<file path="config.mk">
export PLATFORM = sky130hd
export DESIGN_NAME = register_file
export DESIGN_NICKNAME = d
export VERILOG_FILES = /design/src/rtl/register_file_pkg.sv /design/src/rtl/register_file_dump_fsm.sv /design/src/rtl/register_file.sv
export SDC_FILE = /design/constraint.sdc
export NUM_CORES = 2
export LEC_CHECK = 0
export CORE_ASPECT_RATIO = 1.4
export CORE_MARGIN = 8
export CORE_UTILIZATION = 55
export CTS_BUF_LIST = sky130_fd_sc_hd__clkbuf_8 sky130_fd_sc_hd__clkbuf_16
export CTS_CLUSTER_SIZE = 10
export DETAILED_ROUTE_END_ITERATION = 6
export HOLD_SLACK_MARGIN = 0.12
export PLACE_DENSITY = 0.77
export SLEW_MARGIN = 30
export SYNTH_ARGS = -nofsm -noshare
export SYNTH_HDL_FRONTEND = slang
export SYNTH_HIERARCHICAL = 1
export SYNTH_SLANG_ARGS = --single-unit
</file>
<file path="constraint.sdc">
create_clock -name CLK -period 117.8 [get_ports CLK]
set_clock_uncertainty 0.15 [all_clocks]
set_input_delay 29.45 -clock CLK [delete_from_list [all_inputs] [get_ports CLK]]
set_output_delay 29.45 -clock CLK [all_outputs]
set_load 0.05 [all_outputs]
</file>
<file path="src/rtl/register_file_pkg.sv">
// Shared CPU definitions: datapath widths, the hardwired-zero register index and
// the encodings of the register-dump state machine.
package cpu_defs;
    localparam int DATA_W   = 32;
    localparam int ADDR_W   = 5;
    localparam int REG_ZERO = 0;

    typedef enum logic [1:0] {
        IDLE = 2'd0,
        RUN  = 2'd1,
        DONE = 2'd2
    } dumpState_e;
endpackage

</file>
<file path="src/rtl/register_file_dump_fsm.sv">
// Dump sequencer: walks every register index once under a valid/ready handshake
// and signals completion with a single-cycle DumpDone pulse.
module reg_dump_fsm
    import cpu_defs::*;
#(
    parameter int ADDR_W = cpu_defs::ADDR_W
) (
    input  logic              CLK,
    input  logic              Reset,
    input  logic              DumpStart,
    input  logic              DumpReady,
    output logic              DumpValid,
    output logic [ADDR_W-1:0] DumpAddr,
    output logic              DumpBusy,
    output logic              DumpDone
);
    localparam logic [ADDR_W-1:0] LAST_ADDR = '1;

    dumpState_e state;

    always_ff @(posedge CLK or posedge Reset) begin
        if (Reset) begin
            state     <= IDLE;
            DumpValid <= 1'b0;
            DumpBusy  <= 1'b0;
            DumpDone  <= 1'b0;
            DumpAddr  <= '0;
        end else begin
            case (state)
                IDLE: begin
                    if (DumpStart) begin
                        state     <= RUN;
                        DumpAddr  <= '0;
                        DumpValid <= 1'b1;
                        DumpBusy  <= 1'b1;
                    end
                end
                RUN: begin
                    // Without DumpReady the current beat is held unchanged.
                    if (DumpValid && DumpReady) begin
                        if (DumpAddr == LAST_ADDR) begin
                            state     <= DONE;
                            DumpValid <= 1'b0;
                            DumpDone  <= 1'b1;
                        end else begin
                            DumpAddr <= DumpAddr + 1'b1;
                        end
                    end
                end
                DONE: begin
                    state    <= IDLE;
                    DumpDone <= 1'b0;
                    DumpBusy <= 1'b0;
                    DumpAddr <= '0;
                end
                default: begin
                    state     <= IDLE;
                    DumpValid <= 1'b0;
                    DumpBusy  <= 1'b0;
                    DumpDone  <= 1'b0;
                    DumpAddr  <= '0;
                end
            endcase
        end
    end
endmodule

</file>
<file path="src/rtl/register_file.sv">
// 32-entry GPR file with write-first bypass, registered A/B operand latches and a
// handshaked dump port that runs concurrently with CPU reads and writes.
module register_file
    import cpu_defs::*;
#(
    parameter int DATA_W   = cpu_defs::DATA_W,
    parameter int ADDR_W   = cpu_defs::ADDR_W,
    parameter int ZERO_REG = 1
) (
    input  logic              CLK,
    input  logic              Reset,
    input  logic              RegWre,
    input  logic [ADDR_W-1:0] WriteReg,
    input  logic [DATA_W-1:0] WriteData,
    input  logic [ADDR_W-1:0] ReadReg1,
    input  logic [ADDR_W-1:0] ReadReg2,
    output logic [DATA_W-1:0] DataA,
    output logic [DATA_W-1:0] DataB,
    input  logic              DumpStart,
    input  logic              DumpReady,
    output logic              DumpValid,
    output logic [ADDR_W-1:0] DumpAddr,
    output logic [DATA_W-1:0] DumpData,
    output logic              DumpBusy,
    output logic              DumpDone
);
    localparam int DEPTH = 2 ** ADDR_W;
    localparam logic [ADDR_W-1:0] ZERO_IDX = ADDR_W'(REG_ZERO);

    logic [DATA_W-1:0] regs [DEPTH];
    logic [DATA_W-1:0] opA_p0;
    logic [DATA_W-1:0] opB_p0;
    logic              writeEn;

    // Read rule shared by both operand ports and the dump port: hardwired zero
    // first, then the same-cycle write (write-first), then the stored value.
    function automatic logic [DATA_W-1:0] resolveRead(
        input logic [ADDR_W-1:0] rdAddr,
        input logic [DATA_W-1:0] stored,
        input logic              wrEn,
        input logic [ADDR_W-1:0] wrAddr,
        input logic [DATA_W-1:0] wrData
    );
        if (ZERO_REG != 0 && rdAddr == ZERO_IDX) return '0;
        if (wrEn && rdAddr == wrAddr) return wrData;
        return stored;
    endfunction

    assign writeEn = RegWre && !(ZERO_REG != 0 && WriteReg == ZERO_IDX);

    always_comb begin
        opA_p0   = resolveRead(ReadReg1, regs[ReadReg1], RegWre, WriteReg, WriteData);
        opB_p0   = resolveRead(ReadReg2, regs[ReadReg2], RegWre, WriteReg, WriteData);
        DumpData = resolveRead(DumpAddr, regs[DumpAddr], RegWre, WriteReg, WriteData);
    end

    // Stage p0 -> p1: storage update and operand latches.
    always_ff @(posedge CLK or posedge Reset) begin
        if (Reset) begin
            for (int i = 0; i < DEPTH; i++) regs[i] <= '0;
            DataA <= '0;
            DataB <= '0;
        end else begin
            if (writeEn) regs[WriteReg] <= WriteData;
            DataA <= opA_p0;
            DataB <= opB_p0;
        end
    end

    reg_dump_fsm #(
        .ADDR_W(ADDR_W)
    ) u_dumpFsm (
        .CLK      (CLK),
        .Reset    (Reset),
        .DumpStart(DumpStart),
        .DumpReady(DumpReady),
        .DumpValid(DumpValid),
        .DumpAddr (DumpAddr),
        .DumpBusy (DumpBusy),
        .DumpDone (DumpDone)
    );
endmodule
</file>
Word-level counts from Yosys, hierarchy flattened
Index checks and enable logic that the tools add are counted.
{"block": "word_totals", "output_inout_bits": 104, "inputBits": 52, "regBits": 1098, "wordCells": 128}
{"block": "classes", "add_sub_neg": 1, "n_eq_ne": 10, "magnitude_cmp": 5, "reduce_logical": 17, "bitwise_logic": 7, "mux": 49}
{"operator": "$bwmux W1024", "n": 1}
{"operator": "$mux W32", "n": 19}
{"operator": "$bmux W32 S5", "n": 3}
{"operator": "$demux W32 S5", "n": 1}
{"operator": "$ge A6 B6 Y1 const B", "n": 4}
{"operator": "$not A5 Y6", "n": 4}
{"operator": "$logic_not A5 Y1", "n": 4}
{"operator": "$eq A5 B5 Y1", "n": 3}
{"operator": "$mux W5", "n": 3}
{"operator": "$mux W1", "n": 14}
{"operator": "$pmux W5 S2", "n": 1}
{"operator": "$reduce_and A3 Y1", "n": 3}
{"operator": "$logic_and A1 B1 Y1", "n": 6}
{"operator": "$lt A6 B1 Y1 const B", "n": 1}
{"operator": "$mux W2", "n": 3}
{"operator": "$add A5 B1 Y5 const B", "n": 1}
{"operator": "$eq A5 B5 Y1 const B", "n": 1}
{"operator": "$ne A2 B1 Y1 const B", "n": 2}
{"operator": "$ne A2 B2 Y1 const B", "n": 2}
{"operator": "$pmux W1 S2", "n": 2}
{"operator": "$pmux W2 S2", "n": 1}
{"operator": "$reduce_and A4 Y1", "n": 1}
{"operator": "$not A1 Y1", "n": 3}
{"operator": "$pmux W1 S3", "n": 1}
{"operator": "other kinds (5)", "n": 5}

Logic depth before layout (Yosys ltp)
{"block": "logic_depth", "ltp_word": 6, "mapped_depth": 10, "mapped_depth_nobuf": 6}

Cells and area by module
The synthesis kept the hierarchy.
{"module": "register_file", "seq_area_each_um2": 27226.1, "cells_each": 4592, "instances": 1, "area_each_um2": 65203.8}
{"module": "reg_dump_fsm", "seq_area_each_um2": 250.2, "cells_each": 44, "instances": 1, "area_each_um2": 510.5}

Worst setup path after synthesis
Ideal clock, no wire load.
{"block": "synth_path", "kind": "input to output", "start": "input port WriteReg[1]", "end": "output port DumpData[19]", "required_time_ns": 88.200, "n_path_buf": 3, "t_arrival_ns": 31.410, "slack_ns": 56.790, "path_stages": 8, "cell_sequence": "buf_2 xnor2_1 nand4_1 or2_2 clkbuf_1 buf_1 o21ai_0 a21oi_1"}
{"block": "synth_between", "elab_chain_len": 6, "word_cells_on_any_way": 7, "cone_classes": "1 x eq/ne; 5 x mux; 1 x reduce/logical"}
{"element": "start, declared", "line_no": "register_file.sv:13", "text": "input logic [ADDR_W-1:0] WriteReg,"}
{"element": "$eq A5 B5 Y1 (*)", "line_no": "register_file.sv:45", "text": "if (wrEn && rdAddr == wrAddr) return wrData;"}
{"element": "$logic_and A1 B1 Y1 (*)", "line_no": "register_file.sv:45"}
{"element": "$mux W1 (2 in a row)", "line_no": "register_file.sv:45"}
{"element": "$mux W32 (*)", "line_no": "register_file.sv:46", "text": "return stored;"}
{"element": "$mux W32 (*)", "line_no": "register_file.sv:45"}
{"element": "end, declared", "line_no": "register_file.sv:23", "text": "output logic [DATA_W-1:0] DumpData,"}
Every way passes the cells marked *; elsewhere a longest branch is shown, timed or not. The select of a mux whose other input is x is not followed.

Worst setup path after layout
{"block": "layout_path", "start": "input port WriteReg[3]", "end": "output port DumpData[16]"}
The elaborated chain is that of the path after synthesis.

==> out/results.ini <==
[sta]
fmax_mhz = 15.9
finalSetupViolCount = 0
timing.final.crit_share_pct = 53.4
maxSlewViolCount = 0
rsz0062_at_grt = no
worst_pin_slew_ps = 1170
finalWorstSetupSlack_ps = 54860
final-hold-violation-count = 0
finalSetupTns_ps = 0
maxSlewHeadroom_pct = 22.2
finalCriticalPeriod_ps = 62940

[pwr]
p_comb_share_pct = 37.8
p_per_area_mw_per_mm2 = 19.4
p_seq_share_pct = 38.0
p_switching_uw = 511
max-vdd-ir-drop_mv = 0.0183
p_leak_uw = 0.0297
swShare_pct = 36.9
pwr-share-clk_pct = 24.2
p_int_uw = 874

[floorplan]
start_util_pct = 55.2
dieArea_mm2 = 0.131
die_width_um = 308
die_h_um = 425
core_mm2 = 0.119
io_pins = 156
rows = 150

[global_routing]
grt_pass1_wl_um = 351000
grt_pass1_vias = 49288
grt.total_usage_pct = 36.9
grt-ovfl-total = 0
grt_max_degree = 177
antenna_found_initial = 21

[worst_setup_path]
end_kind = output pin
crit_path_start_kind = input pin
crit_arrival_ps = 33340
cp_max_fo = 11
required_ps = 88200
critPathKind = in2out

[cells_and_area]
final_cell_mix = dfrtp_1 (1094), mux2_2 (1084), mux4_2 (620), mux2i_1 (213), a22oi_1 (168)
instances_no_fill = 6162
final_common_cell = dfrtp_1
final_util_pct = 60.1
area_growth_pct = 8.85
nets = 4586
post_route_cells_drive_above_1_share_pct = 46.4
fillers = 9001
fin_area_mm2 = 0.0715

[synth]
yosysSeqAreaShare_pct = 41.8
syn_area_per_cell_um2 = 14.2
ys_ff_latch = 1098
synth-main-ff-cell = dfrtp_1
async_reset_ff_share_pct = 100
synth_edf_count = 0
synthCells = 4636
syn_nets = 4690
ys_warn_count = 6
synth.distinct_cells = 68
netlist_area_mm2 = 0.0657

[min_path]
hold_class = reg2reg

[detailed_routing]
first_pass_iters = 7
drc = 11
wl_per_cell_um = 39.8
routed-via-count = 49022
viasPerCell = 7.96
ant_nets = 0
wl_um = 245000
drt-initial-drc-count = 8086

[clocking]
cts_max_path_buffers = 3
cts_sinks = 1098
clk_pin_slew_ps = 60
ctsHoldBuffers = 0
clock_latency_ps = 800
htreeDepth = 3
cts_buffers = 121
cts_root_buffer = clkbuf_16
cts_setup_buffers = 0
cts_resized = 0
cts_tree = built

[placed_design]
placed_cells = 5998
place_ws_ps = 55100
dpl_cell_area_mm2 = 0.0681
io_buffer_count = 155
gp_congestion = 0.947
dp_hpwl_um = 143000

[run_status]
status = finished with violations
violations = DRC

[job]
max-cap-violations = 0

power by group through the flow:
stage	Sequential [uW]	Clock (uW)	Combinational, uW
final	526	335	523
after global routing	534	349	538
after CTS	521	335	510
after detailed placement	528	0	507
after global placement	520	0	501
after floorplan	517	0	353
worst paths after layout:
check | start | endpoint | slack [ps] | depth (start not counted)
min in group asynchronous | Reset | u_dumpFsm/DumpAddr[2] | 28970 | 2
worst max-delay path | WriteReg[3] | DumpData[16] | 54860 | 8
max in group asynchronous | Reset | regs[661] | 84670 | 7
worst min register to register | regs[996] | regs[996] | 270 | 0
worst min-delay path | regs[996] | regs[996] | 270 | 0
worst max register to register | u_dumpFsm/DumpAddr[0] | u_dumpFsm/DumpAddr[3] | 115250 | 6
worst max-delay path, cell delays in order:
cell and delay [ps]:
clkdlybuf4s50_1 770, xnor2_1 180, nand4_1 250, nor3_2 900, buf_4 440, a32oi_1 90, o21ai_0 330, clkdlybuf4s50_1 940
cell families (layout without fill, tap and decap cells):
| group | after synthesis | count (layout) | share of synthesized area [%] |
|---|---|---|---|
| AO/OA/AOI/OAI | 682 | 682 | 7.58 |
| XOR/XNOR | 15 | 15 | 0.200 |
| adder cells (fa/ha/maj) | 2 | 2 | 0.0381 |
| buffers and inverters | 550 | 461 | 4.25 |
| flip-flops | 1098 | 1098 | 41.8 |
| multiplexers | 1924 | 1924 | 43.3 |
| other | 0 | 19 | 0 |
| AND/OR/NAND/NOR | 365 | 365 | 2.76 |
cells in the mapped netlist (8+ instances only):
cell type	number	area share, %
dfrtp_1	1098	42
mux2_2	1084	19
mux4_2	620	21
clkbuf_1	270	1.5
mux2i_1	213	3.2
a22oi_1	168	1.9
buf_2	119	0.91
nand2_1	101	0.58
nor2_1	92	0.53
o22ai_1	76	0.72
a21oi_1	74	0.56
o21ai_0	71	0.54
buf_1	65	0.37
a22o_1	48	0.64
buf_6	44	0.75
nor3_1	38	0.29
a221oi_1	37	0.49
buf_4	33	0.38
o211ai_1	32	0.37
nor2b_1	24	0.23
a2111oi_0	23	0.31
a221o_1	22	0.34
a211oi_1	20	0.23
nand3_1	18	0.14
o221ai_1	17	0.23
o22a_1	15	0.20
xnor2_1	15	0.20
a311o_1	14	0.21
nand2b_1	14	0.13
a32oi_1	13	0.17
o211a_1	13	0.20
nand4_1	12	0.11
nor3b_1	12	0.14
a21boi_1	10	0.11
or2_2	9	0.086
inv_1	8	0.046
registers in the layout (all words and copies together) (netlist names):
signal and count:
u_dumpFsm/DumpDone 1, u_dumpFsm/DumpBusy 1, DataB 32, u_dumpFsm/state 2
regs 1024, u_dumpFsm/DumpValid 1, DataA 32, u_dumpFsm/DumpAddr 5
per-stage QoR:
step | hold slack (ps) | power, uW
detailed placement | 253 | 1030
global placement | 245 | 1020
floorplan | 308 | 870
global route | 283 | 1420
finish | 269 | 1380
CTS | 265 | 1370
routing by layer:
layer | wire (um) | track usage [%]
met5 | 169 | 0
met4 | 23200 | 27.8
met3 | 37100 | 15.3
met2 | 104000 | 52.0
met1 | 81000 | 45.1
cell type report:
type / count / area (um2) / area share (%)
timing repair buffer: 314 / 2970 / 4.16
tap: 1596 / 2000 / 2.79
multi-input combinational: 2988 / 35800 / 50.1
sequential: 1098 / 27500 / 38.4
antenna: 19 / 47.5 / 0.0665
inverter: 9 / 41.3 / 0.0577
clock inverter: 13 / 71.3 / 0.0997
clock buffer: 125 / 3110 / 4.34
(Power assumes the default switching activity.)
